--- src/rtl/hazard_ctrl_pkg.sv ---
`default_nettype none
// ============================================================================
// hazard_ctrl_pkg
// Shared encodings for the decode/execute hazard controller: FSM states,
// forwarding selects and the packed scoreboard slot layout.
// Revision: 1.0
// ============================================================================
package hazard_ctrl_pkg;

  typedef enum logic [1:0] {
    ST_RUN    = 2'd0,
    ST_LSTALL = 2'd1,
    ST_FLUSH  = 2'd2
  } state_t;

  localparam logic [1:0] FWD_RF  = 2'b00;
  localparam logic [1:0] FWD_MEM = 2'b01;
  localparam logic [1:0] FWD_WB  = 2'b10;

  // Slot layout, LSB first: flags, then rd, rs1, rs2 (each RA_W wide).
  localparam int SLOT_VALID = 0;
  localparam int SLOT_RW    = 1;
  localparam int SLOT_LOAD  = 2;
  localparam int SLOT_USE1  = 3;
  localparam int SLOT_USE2  = 4;
  localparam int SLOT_FLAGS = 5;

  localparam int CNT_W = 3;

  function automatic int slot_width(input int ra_w);
    return SLOT_FLAGS + 3 * ra_w;
  endfunction

endpackage
`default_nettype wire

--- src/rtl/hazard_scoreboard.sv ---
`default_nettype none
// ============================================================================
// hazard_scoreboard
// Three-slot EX/MEM/WB shift register with destination match logic against
// the decode sources and against the EX slot's own sources.
// Revision: 1.0
// ============================================================================
module hazard_scoreboard
  import hazard_ctrl_pkg::*;
#(
  parameter int RA_W = 5
) (
  input  logic            clk,
  input  logic            reset,
  input  logic            ex_load_en,
  input  logic [RA_W-1:0] dec_rs1,
  input  logic [RA_W-1:0] dec_rs2,
  input  logic            dec_use_rs1,
  input  logic            dec_use_rs2,
  input  logic [RA_W-1:0] dec_rd,
  input  logic            dec_rw,
  input  logic            dec_load,
  output logic [2:0]      slot_load,
  output logic [2:0]      dec_hit,
  output logic [2:1]      ex_rs1_hit,
  output logic [2:1]      ex_rs2_hit
);

  localparam int SW     = slot_width(RA_W);
  localparam int RD_LO  = SLOT_FLAGS;
  localparam int RS1_LO = RD_LO + RA_W;
  localparam int RS2_LO = RS1_LO + RA_W;

  logic [SW-1:0]   dec_slot;
  logic [SW-1:0]   slot_q [3];
  logic [2:0]      slot_src;
  logic [RA_W-1:0] slot_rd [3];
  logic [RA_W-1:0] ex_rs1;
  logic [RA_W-1:0] ex_rs2;
  logic            ex_use1;
  logic            ex_use2;

  assign dec_slot = {dec_rs2, dec_rs1, dec_rd, dec_use_rs2, dec_use_rs1,
                     dec_load, dec_rw, 1'b1};

  // Back end never stalls: MEM and WB always shift.
  always_ff @(posedge clk) begin
    if (reset) begin
      slot_q[0] <= '0;
      slot_q[1] <= '0;
      slot_q[2] <= '0;
    end else begin
      slot_q[0] <= ex_load_en ? dec_slot : '0;
      slot_q[1] <= slot_q[0];
      slot_q[2] <= slot_q[1];
    end
  end

  for (genvar s = 0; s < 3; s++) begin : g_slot
    assign slot_rd[s]   = slot_q[s][RD_LO +: RA_W];
    assign slot_src[s]  = slot_q[s][SLOT_VALID] && slot_q[s][SLOT_RW] &&
                          (slot_rd[s] != '0);
    assign slot_load[s] = slot_q[s][SLOT_LOAD];
    assign dec_hit[s]   = slot_src[s] &&
                          ((dec_use_rs1 && (dec_rs1 == slot_rd[s])) ||
                           (dec_use_rs2 && (dec_rs2 == slot_rd[s])));
  end

  assign ex_rs1  = slot_q[0][RS1_LO +: RA_W];
  assign ex_rs2  = slot_q[0][RS2_LO +: RA_W];
  assign ex_use1 = slot_q[0][SLOT_VALID] && slot_q[0][SLOT_USE1];
  assign ex_use2 = slot_q[0][SLOT_VALID] && slot_q[0][SLOT_USE2];

  for (genvar m = 1; m < 3; m++) begin : g_fwd_match
    assign ex_rs1_hit[m] = ex_use1 && slot_src[m] && (slot_rd[m] == ex_rs1);
    assign ex_rs2_hit[m] = ex_use2 && slot_src[m] && (slot_rd[m] == ex_rs2);
  end

  // Source fields of MEM/WB are carried for visibility but never compared.
  logic unused_fields;
  assign unused_fields = ^{slot_q[1][SW-1:RS1_LO], slot_q[1][SLOT_USE2:SLOT_USE1],
                           slot_q[2][SW-1:RS1_LO], slot_q[2][SLOT_USE2:SLOT_USE1]};

endmodule
`default_nettype wire

--- src/rtl/hazard_ctrl.sv ---
`default_nettype none
// ============================================================================
// hazard_ctrl
// Stall/flush/forward control for the decode-to-execute pipeline register.
// Define HAZARD_FWD_EN to enable operand forwarding; otherwise RAW hazards
// stall decode until the producer has retired.
// Revision: 1.0
// ============================================================================
module hazard_ctrl
  import hazard_ctrl_pkg::*;
#(
  parameter int RA_W         = 5,
  parameter int FLUSH_CYCLES = 1
) (
  input  logic            clk,
  input  logic            reset,
  input  logic            dec_valid,
  input  logic [RA_W-1:0] dec_rs1,
  input  logic [RA_W-1:0] dec_rs2,
  input  logic            dec_use_rs1,
  input  logic            dec_use_rs2,
  input  logic [RA_W-1:0] dec_rd,
  input  logic            dec_rw,
  input  logic            dec_load,
  input  logic            ex_redirect,
  output logic            stall_pc,
  output logic            stall_ifid,
  output logic            flush_ifid,
  output logic            flush_idex,
  output logic [1:0]      fwd_a,
  output logic [1:0]      fwd_b
);

  localparam logic [CNT_W-1:0] FLUSH_LOAD = CNT_W'(FLUSH_CYCLES);
  localparam logic [CNT_W-1:0] CNT_ONE    = CNT_W'(1);

  state_t           state;
  state_t           state_nx;
  logic [CNT_W-1:0] cnt;
  logic [CNT_W-1:0] cnt_nx;
  logic             stall;
  logic             flush;
  logic             data_hazard;
  logic             ex_load_en;
  logic [2:0]       slot_load;
  logic [2:0]       dec_hit;
  logic [2:1]       ex_rs1_hit;
  logic [2:1]       ex_rs2_hit;

  assign ex_load_en = dec_valid && !stall_ifid && !flush_idex;

  hazard_scoreboard #(
    .RA_W (RA_W)
  ) u_sb (
    .clk         (clk),
    .reset       (reset),
    .ex_load_en  (ex_load_en),
    .dec_rs1     (dec_rs1),
    .dec_rs2     (dec_rs2),
    .dec_use_rs1 (dec_use_rs1),
    .dec_use_rs2 (dec_use_rs2),
    .dec_rd      (dec_rd),
    .dec_rw      (dec_rw),
    .dec_load    (dec_load),
    .slot_load   (slot_load),
    .dec_hit     (dec_hit),
    .ex_rs1_hit  (ex_rs1_hit),
    .ex_rs2_hit  (ex_rs2_hit)
  );

`ifdef HAZARD_FWD_EN
  assign data_hazard = dec_valid && slot_load[0] && dec_hit[0];
`else
  assign data_hazard = dec_valid && (|dec_hit);
`endif

  always_ff @(posedge clk) begin
    if (reset) begin
      state <= ST_RUN;
      cnt   <= '0;
    end else begin
      state <= state_nx;
      cnt   <= cnt_nx;
    end
  end

  always_comb begin
    state_nx = state;
    cnt_nx   = cnt;
    stall    = 1'b0;
    flush    = 1'b0;
    case (state)
      ST_RUN: begin
        stall = data_hazard;
`ifdef HAZARD_FWD_EN
        if (data_hazard) state_nx = ST_LSTALL;
`endif
      end
      ST_LSTALL: begin
        stall    = data_hazard;
        state_nx = ST_RUN;
      end
      ST_FLUSH: begin
        flush = 1'b1;
        if (cnt > CNT_ONE) begin
          cnt_nx = cnt - CNT_ONE;
        end else begin
          cnt_nx   = '0;
          state_nx = ST_RUN;
        end
      end
      default: state_nx = ST_RUN;
    endcase
    // A taken redirect squashes whatever decode holds, so stalling is moot.
    if (ex_redirect) begin
      stall = 1'b0;
      flush = 1'b1;
      if (FLUSH_CYCLES > 0) begin
        state_nx = ST_FLUSH;
        cnt_nx   = FLUSH_LOAD;
      end else begin
        state_nx = ST_RUN;
        cnt_nx   = '0;
      end
    end
    if (reset) begin
      stall = 1'b0;
      flush = 1'b0;
    end
  end

  assign stall_pc   = stall;
  assign stall_ifid = stall;
  assign flush_ifid = flush;
  assign flush_idex = flush || stall;

`ifdef HAZARD_FWD_EN
  // A load still in MEM has no data yet; the load-use stall moves it to WB.
  always_comb begin
    fwd_a = FWD_RF;
    fwd_b = FWD_RF;
    if (!reset) begin
      if (ex_rs1_hit[1] && !slot_load[1]) fwd_a = FWD_MEM;
      else if (ex_rs1_hit[2])             fwd_a = FWD_WB;
      if (ex_rs2_hit[1] && !slot_load[1]) fwd_b = FWD_MEM;
      else if (ex_rs2_hit[2])             fwd_b = FWD_WB;
    end
  end

  logic unused_sb;
  assign unused_sb = ^{slot_load[2], dec_hit[2:1]};
`else
  assign fwd_a = FWD_RF;
  assign fwd_b = FWD_RF;

  logic unused_sb;
  assign unused_sb = ^{slot_load, ex_rs1_hit, ex_rs2_hit};
`endif

endmodule
`default_nettype wire

--- config.mk ---
export PLATFORM = sky130hd
export DESIGN_NAME = hazard_ctrl
export DESIGN_NICKNAME = d
export VERILOG_FILES = /design/src/rtl/hazard_ctrl_pkg.sv /design/src/rtl/hazard_scoreboard.sv /design/src/rtl/hazard_ctrl.sv
export SDC_FILE = /design/constraint.sdc
export NUM_CORES = 1
export LEC_CHECK = 0
export ABC_AREA = 1
export CORE_AREA = 5 5 63 65
export DETAILED_ROUTE_END_ITERATION = 16
export DIE_AREA = 0 0 68 70
export PLACE_DENSITY = 0.73
export SLEW_MARGIN = 0
export SYNTH_ARGS = -nofsm -noshare
export SYNTH_HDL_FRONTEND = slang
export SYNTH_SLANG_ARGS = --single-unit
--- constraint.sdc ---
create_clock -name clk -period 1.4 [get_ports clk]
set_clock_uncertainty 0.2 [all_clocks]
set_input_delay 0.21 -clock clk [delete_from_list [all_inputs] [get_ports clk]]
set_output_delay 0.21 -clock clk [all_outputs]
set_load 0.02 [all_outputs]
==> out/qor.yml, run 1 <==
whs_ns: 0.1601
final_cells: 343
die_x_um: 68
vias: 1562
drive_above_1_share: 0.3232
crit_arrival_ns: 1.58
timing.critical_path.mode_cell: "nand2_2"
initial_utilization: 0.4335
synth_seq_cells: 25
drt-pass1-iter-count: 4
status: "complete, but fails checks"
drtIter0Drc: 137
hpwl_um: 3002
placed_cells: 333
asyncSetResetFlopFracSynth: 0
synth_edf_count: 0
ys_warn_count: 0
io-pin-count: 31
crit_chain: "inv_4 > o21ai_1 > nor2_1 > nand3_1 > nand2_1 > nand2_2 > nand3_2 > nand2_2 > nand2_2 > buf_6"
dpl_worst_slack_ns: -1.163
critPathKind: "flip-flop to output port"
maxSlewViolCount: 0
synth_flop_cell: "dfxtp_1"
vias_per_cell: 4.554
hp-class: "input pin to flip-flop"
place.gp.congestion: 0.9923
synth_top_area_frac: 0.3515
syn_inst: 240
clockBufferDepth: 2
clock-sinks: 25
syn_area_per_cell_um2: 5.933
grt_pass1_wl_um: 6237
cts_hold_buf: 0
cp-startpoint: "u_sb.slot_q[0][46]$_SDFF_PP0_"
cts_max_level: 1
cts_made_buffers: 3
nets: 323
critPathMaxStageDelay_ns: 0.39
n_antenna_cell: 0
area_growth_pct: 46.40
r2r_start: "u_sb.slot_q[0][26]$_SDFF_PP0_"
finalSetupViolCount: 12
cap_violations: 0
final_antenna_net_count: 0
fin_setup_tns_ns: -3.075
antenna_found_initial: 0
grt_max_degree: 14
critPathRequiredTime_ns: 0.99
track_usage: 0.1714
violations: "setup timing"
ys_seq_area_frac: 0.3515
path_buf_inv: 2
rows: 21
wl_um: 3850
crit_cells: 10
drc_errors: 0
yosysTopAreaCell: "dfxtp_1"
rsz0062_at_grt: "true"
powerDensity_nw_per_um2: 647.0
cp-endpoint: "flush_idex"
period_share: 1.423
setup_ws_ns: -0.5919
critPathLaunchType: "flip-flop"
synth_area_um2: 1424
min_period_ns: 1.992
r2r_end: "u_sb.slot_q[0][5]$_SDFF_PP0_"
cp_max_fo: 3
reg2reg_depth: 11
crit_family: "simple AND/OR/NAND/NOR gates"
routedWlPerCell_um: 11.22
rrSetupSlack_ns: -0.19
finalHoldViolations: 0
portBuffers: 25
clock_latency_ns: 0.32
cts_root_buf: "clkbuf_4"
peakVddDrop_mv: 0.3892
ys_types: 23
synthTopCellsByArea: "dfxtp_1 (35%), nand2_1 (20%), nor2_1 (13%)"
grt_pass1_vias: 1406
p_leak_uw: 0.001122
cp-end-kind: "output port"
die_area_um2: 4760
grt_overflow: 0
max_freq_ghz: 0.5020
die_h_um: 70
slowest_stage: "dfxtp_4"
coreArea_um2: 3284
cts_tree: "done"
clkTransAtPathRegs_ns: 0.13
registers in the layout, indices dropped and copies added (netlist names):
signal / cells
state: 1
u_sb.slot_q: 21
cnt: 3
worst reg2reg max path: cells and delay by family (launching register included):
family / cells / cell delay, ns
buffers and inverters: 3 / 0.34
flip-flops: 1 / 0.35
AND/OR/NAND/NOR: 8 / 0.61
logic make-up after synthesis:
group / synth area share
AND/OR/NAND/NOR: 0.4156
buffers and inverters: 0.1538
flip-flops: 0.3515
AO/OA/AOI/OAI: 0.05272
adder cells (fa/ha/maj): 0.01757
XOR/XNOR: 0.006152
other: 0.002634
final cells by class:
type	instances	area, um^2
clock buffer	4	26.28
fill	332	1200
inverter	46	180.2
multi-input combinational	165	790.8
sequential	25	530.5
tap	46	57.56
timing repair buffer	57	499.2
where the power goes:
group	switching, uW	internal (uW)	total [uW]
sequential	15.7	723	739
clock	214	112	326
combinational	148	136	284
what timing repair did:
| action | 4_1_cts | 5_1_grt |
|---|---|---|
| setup endpoints to repair | 11 | 14 |
| gates resized for setup | 49 | 23 |
| buffers inserted | 3 | 4 |
| pin swaps | 9 | 15 |
through the flow:
stage / utilization / instance area (um^2) / total power [uW]
6_report: 0.6347 / 2085 / 1349
5_1_grt: 0.6347 / 2085 / 1423
4_1_cts: 0.6065 / 1992 / 1350
3_5_place_dp: 0.5844 / 1919 / 1023
3_3_place_gp: 0.5844 / 1919 / 1019
2_1_floorplan: - / 1466 / 889.7
cells in the mapped netlist (2+ instances only):
master   instances
o21ai_0          5
dfxtp_1         25
nand2_1         74
a21oi_1          3
nand4_1          2
ha_1             2
o21ai_1          3
buf_4            5
nor3_1           3
nand2_2          3
inv_1           45
nor2_1          48
nand3_1         12
per-layer routing:
layer  up-vias  global-route usage  part of all wire
li1        823                   -                 -
met1       679              0.2207              0.43
met2        53              0.2816              0.49
met3         7             0.02724             0.066
met4         0             0.06181             0.018
met5         -                   0                 0
cells in the final DEF, fill, tap and decap left out, drive strengths merged:
cell | netlist | layout
clkbuf | 0 | 4
inv | 46 | 46
and3 | 1 | 1
ha | 2 | 2
conb | 1 | 4
nand4 | 3 | 3
nor3 | 3 | 3
o21ai | 8 | 8
a31oi | 1 | 1
dlymetal6s2s | 0 | 2
nand3 | 12 | 12
nor2 | 48 | 48
o22ai | 1 | 1
dlygate4sd2 | 0 | 10
buf | 7 | 36
clkdlybuf4s50 | 0 | 9
a21oi | 3 | 3
dfxtp | 25 | 25
o21bai | 1 | 1
nand2 | 77 | 77
xor2 | 1 | 1
how the worst min path moves through the flow:
stage / cells after the start / end / slack (ns) / startpoint
CTS: 3 / cnt[2]$_SDFFE_PP0P_ / 0.15 / ex_redirect
global placement: 2 / u_sb.slot_q[0][40]$_SDFF_PP0_ / 0.21 / u_sb.slot_q[0][20]$_SDFF_PP0_
global route: 3 / u_sb.slot_q[0][9]$_SDFF_PP0_ / 0.16 / dec_rd[4]
finish: 3 / u_sb.slot_q[0][28]$_SDFF_PP0_ / 0.16 / reset
floorplan: 1 / cnt[2]$_SDFFE_PP0P_ / 0.09 / ex_redirect
detailed placement: 2 / u_sb.slot_q[0][20]$_SDFF_PP0_ / 0.22 / u_sb.slot_q[0][0]$_SDFF_PP0_
No activity file was read; power rests on OpenSTA's default activity.
==> run 2, diff against run 1 <==
--- a/config.mk
+++ b/config.mk
@@ -6,9 +6,11 @@
 export NUM_CORES = 1
 export LEC_CHECK = 0
 export ABC_AREA = 1
-export CORE_AREA = 5 5 63 65
+export CORE_AREA = 5 5 57 59
 export DETAILED_ROUTE_END_ITERATION = 16
-export DIE_AREA = 0 0 68 70
+export DIE_AREA = 0 0 62 64
+export DONT_BUFFER_PORTS = 1
+export HOLD_SLACK_MARGIN = 0.1
 export PLACE_DENSITY = 0.73
 export SLEW_MARGIN = 0
 export SYNTH_ARGS = -nofsm -noshare
==> out/qor.yml, run 2 (same netlist as run 1, synthesis figures left out) <==
coreArea_um2: 2663
peakVddDrop_mv: 0.5690
drc_errors: 0
die_h_um: 64
initial_utilization: 0.5348
vias: 1542
cap_violations: 0
die_x_um: 62
clock_latency_ns: 0.33
io-pin-count: 31
drtIter0Drc: 84
top_usage_layer: "met2"
critPathKind: "flip-flop to output port"
grt_pass1_wl_um: 6085
path_buf_inv: 1
critPathMaxStageDelay_ns: 0.39
wl_um: 4002
area_growth_pct: 35.41
fin_setup_tns_ns: -3.160
crit_chain: "inv_2 > nand2_1 > nand2_1 > nor2_1 > nand3_1 > nand2_2 > nand2_2 > nand3_2 > nand2_4 > nand2_4"
layout_common_cells: "nand2_1 (67), nor2_1 (43), inv_1 (29), buf_4 (18)"
finalSetupViolCount: 12
cts_made_buffers: 3
final_antenna_net_count: 0
finalHoldViolations: 0
top_register: "u_sb.slot_q"
min_period_ns: 1.911
p_total_uw: 1313
rsz0062_at_grt: "true"
dpl_worst_slack_ns: -0.1818
final_common_cell: "nand2_1"
track_usage: 0.2054
critPathRequiredTime_ns: 0.99
critPathLaunchType: "flip-flop"
fillCellCount: 214
grt_use_met3: 0.03421
place.gp.congestion: 0.8716
largest_register_ffs: 21
rows: 19
p_leak_uw: 0.001042
hpwl_um: 2511
cts_tree: "done"
drt-pass1-iter-count: 5
crit_arrival_ns: 1.50
status: "complete, but fails checks"
hp-class: "input pin to flip-flop"
clkTransAtPathRegs_ns: 0.15
whs_ns: 0.1529
grt_max_degree: 16
portBuffers: 0
cts_max_level: 1
drive_above_1_share: 0.2996
grt_pass1_vias: 1387
die_area_um2: 3968
period_share: 1.365
reg_top3: "u_sb.slot_q x21, cnt x3, state x1"
grt.met2_usage: 0.3588
slowest_stage: "dfxtp_2"
crit_family: "simple AND/OR/NAND/NOR gates"
utilization: 0.7242
antenna_found_initial: 0
routedWlPerCell_um: 12.99
nets: 303
clockBufferDepth: 2
violations: "setup timing"
cp-end-kind: "output port"
multi_input_area_um2: 814.5
powerDensity_nw_per_um2: 680.8
setup_ws_ns: -0.5109
use_met1: 0.2390
clock-sinks: 25
maxSlewViolCount: 0
grt_overflow: 0
cp_max_fo: 4
max_freq_ghz: 0.5233
n_antenna_cell: 0
cts_root_buf: "clkbuf_4"
vias_per_cell: 5.006
seq_area_um2: 531.8
run 2: changes by cell type in the layout (fill, tap and decap cells not counted), moves of 3 or more:
cell             delta
clkdlybuf4s50_1     -9
dlygate4sd3_1      +16
dlygate4sd2_1      -10
buf_4              -11
buf_6               -5
nand2_2             -3
run 2: final cells by class:
type | count | area share
clock inverter | 1 | 0.003894
inverter | 46 | 0.09474
timing repair buffer | 37 | 0.1713
tap | 31 | 0.02012
sequential | 25 | 0.2758
clock buffer | 3 | 0.01168
multi-input combinational | 165 | 0.4225
run 2: power by group:
group          internal, uW  total, uW  switching (uW)
sequential              724        741            16.5
combinational           107        234             127
clock                   109        338             228
total                   941       1310             372
run 2: timing repair:
action,4_1_cts,5_1_grt
resized for setup,20,21
hold buffers,16,1
pin swaps,16,16
setup buffers,5,3
hold endpoints to repair,24,1
setup endpoints to repair,11,14
run 2: stage by stage:
| stage | cells | cell area (um^2) |
|---|---|---|
| after floorplan | 243 | 1466 |
| after global placement | 280 | 1553 |
| after detailed placement | 280 | 1553 |
| after CTS | 305 | 1839 |
| after global routing | 308 | 1928 |
| final | 308 | 1928 |
run 2: worst paths after layout:
path	start	to	slack, ns	cells past startpoint
hold / removal	ex_redirect	state[1]$_SDFFE_PP0P_	0.15	3
hold reg to reg	cnt[2]$_SDFFE_PP0P_	cnt[2]$_SDFFE_PP0P_	0.36	2
setup reg to reg	u_sb.slot_q[0][7]$_SDFF_PP0_	u_sb.slot_q[0][9]$_SDFF_PP0_	-0.23	11
setup / recovery	u_sb.slot_q[0][7]$_SDFF_PP0_	flush_idex	-0.51	10
run 2: metal layers:
layer / routed length [um] / part of all wire / vias to the layer above
li1: - / - / 783
met1: 1472 / 0.37 / 667
met2: 2019 / 0.50 / 74
met3: 340 / 0.085 / 18
met4: 169 / 0.042 / 0
met5: 0 / 0 / -
run 2: worst reg2reg max path, delay by kind of cell, from the launching register on:
family / cells / cell delay [ns]
AND/OR/NAND/NOR: 8 / 0.62
flip-flops: 1 / 0.39
buffers and inverters: 3 / 0.32
==> run 3, diff against run 2 <==
--- a/config.mk
+++ b/config.mk
@@ -10,7 +10,7 @@
 export DETAILED_ROUTE_END_ITERATION = 16
 export DIE_AREA = 0 0 62 64
 export DONT_BUFFER_PORTS = 1
-export HOLD_SLACK_MARGIN = 0.1
+export HOLD_SLACK_MARGIN = 0.05
 export PLACE_DENSITY = 0.73
 export SLEW_MARGIN = 0
 export SYNTH_ARGS = -nofsm -noshare
==> out/qor.yml, run 3 (same netlist as run 1, synthesis figures left out) <==
drt-pass1-iter-count: 4
cts_root_buf: "clkbuf_4"
top_register: "u_sb.slot_q"
dpl_worst_slack_ns: -0.1818
peakVddDrop_mv: 0.5734
violations: "setup timing"
clockBufferDepth: 2
status: "complete, but fails checks"
finalSetupViolCount: 12
cap_violations: 0
grt_pass1_vias: 1388
placed_cells: 280
grt_max_degree: 16
grt_pass1_wl_um: 6072
crit_arrival_ns: 1.49
cts_max_level: 1
area_growth_pct: 34.71
final_antenna_net_count: 0
period_share: 1.354
io-pin-count: 31
drc_errors: 0
die_area_um2: 3968
place.gp.congestion: 0.8716
cts_tree: "done"
routedWlPerCell_um: 12.86
die_h_um: 64
wl_um: 3948
rows: 19
die_x_um: 62
utilization: 0.7204
final_common_cell: "nand2_1"
hp-class: "input pin to flip-flop"
cp_max_fo: 4
clock_latency_ns: 0.32
n_antenna_cell: 0
drtIter0Drc: 84
layout_common_cells: "nand2_1 (67), nor2_1 (43), inv_1 (29), buf_4 (18), dlygate4sd3_1 (16)"
critPathRequiredTime_ns: 0.99
cp-end-kind: "output port"
largest_register_ffs: 21
coreArea_um2: 2663
nets: 302
critPathLaunchType: "flip-flop"
drive_above_1_share: 0.3007
whs_ns: 0.06846
cts_made_buffers: 3
track_usage: 0.2050
grt_overflow: 0
portBuffers: 0
initial_utilization: 0.5348
setup_ws_ns: -0.4955
rsz0062_at_grt: "true"
antenna_found_initial: 0
finalHoldViolations: 0
max_freq_ghz: 0.5276
maxSlewViolCount: 0
vias: 1543
vias_per_cell: 5.026
clkTransAtPathRegs_ns: 0.15
p_leak_uw: 0.001028
min_period_ns: 1.896
clock-sinks: 25
powerDensity_nw_per_um2: 680.1
critPathKind: "flip-flop to output port"
final_cells: 307
reg_top3: "u_sb.slot_q x21, cnt x3, state x1"
hpwl_um: 2511
-- run 3: cell count changes in the layout (fill, tap and decap cells not counted) --
cell,change
dfxtp_2,-1
dfxtp_4,+1
dlymetal6s4s_1,-1
-- run 3: through the flow --
stage	area, um^2	power [uW]	TNS (ns)
global placement	1553	911.5	-0.4006
global route	1918	1366	-4.186
finish	1918	1305	-3.033
detailed placement	1553	914.0	-0.4259
floorplan	1466	889.7	-0.1495
CTS	1839	1283	-2.003
-- run 3: timing repair --
action,in CTS,in global routing
hold endpoints to repair,24,0
endpoints found under the setup margin,11,14
hold buffers,16,0
gates resized for setup,20,20
pin swaps,16,14
buffers inserted,5,2
-- run 3: cell type report --
type | instances | area (um^2)
multi-input cells | 165 | 814.5
fillers | 220 | 744.5
flip-flops and latches | 25 | 534.3
repair buffers | 36 | 317.8
inverters | 46 | 182.7
well taps | 31 | 38.79
clock buffers | 3 | 22.52
clock inverters | 1 | 7.507
-- run 3: final timing paths --
check	from	end	slack, ns	cells after the start
min reg2reg	cnt[2]$_SDFFE_PP0P_	cnt[2]$_SDFFE_PP0P_	0.36	2
max	u_sb.slot_q[0][8]$_SDFF_PP0_	flush_idex	-0.50	10
min	ex_redirect	cnt[0]$_SDFFE_PP0N_	0.07	5
max reg2reg	u_sb.slot_q[0][8]$_SDFF_PP0_	u_sb.slot_q[0][9]$_SDFF_PP0_	-0.22	11
-- run 3: where the power goes --
| group | internal (uW) | total [uW] | switching (uW) |
|---|---|---|---|
| logic | 105 | 229 | 125 |
| clock network | 109 | 336 | 226 |
| registers | 723 | 740 | 16.4 |
| total | 937 | 1300 | 367 |
-- run 3: critical path, cell delays in order (launching register included) --
cell and delay (ns):
dfxtp_2 0.38, inv_2 0.06, nand2_1 0.05, nand2_1 0.05, nor2_1 0.12, nand3_1 0.09, nand2_2 0.10, nand2_2 0.06
nand3_2 0.08, nand2_4 0.08, nand2_4 0.10
-- run 3: per-layer routing --
metal  track usage  vias up  routed length (um)
met5             0        -                   0
met4       0.08223        0                 143
met3       0.03421       14                 234
met2        0.3575       63                2064
met1        0.2390      686                1506
li1              -      780                   -
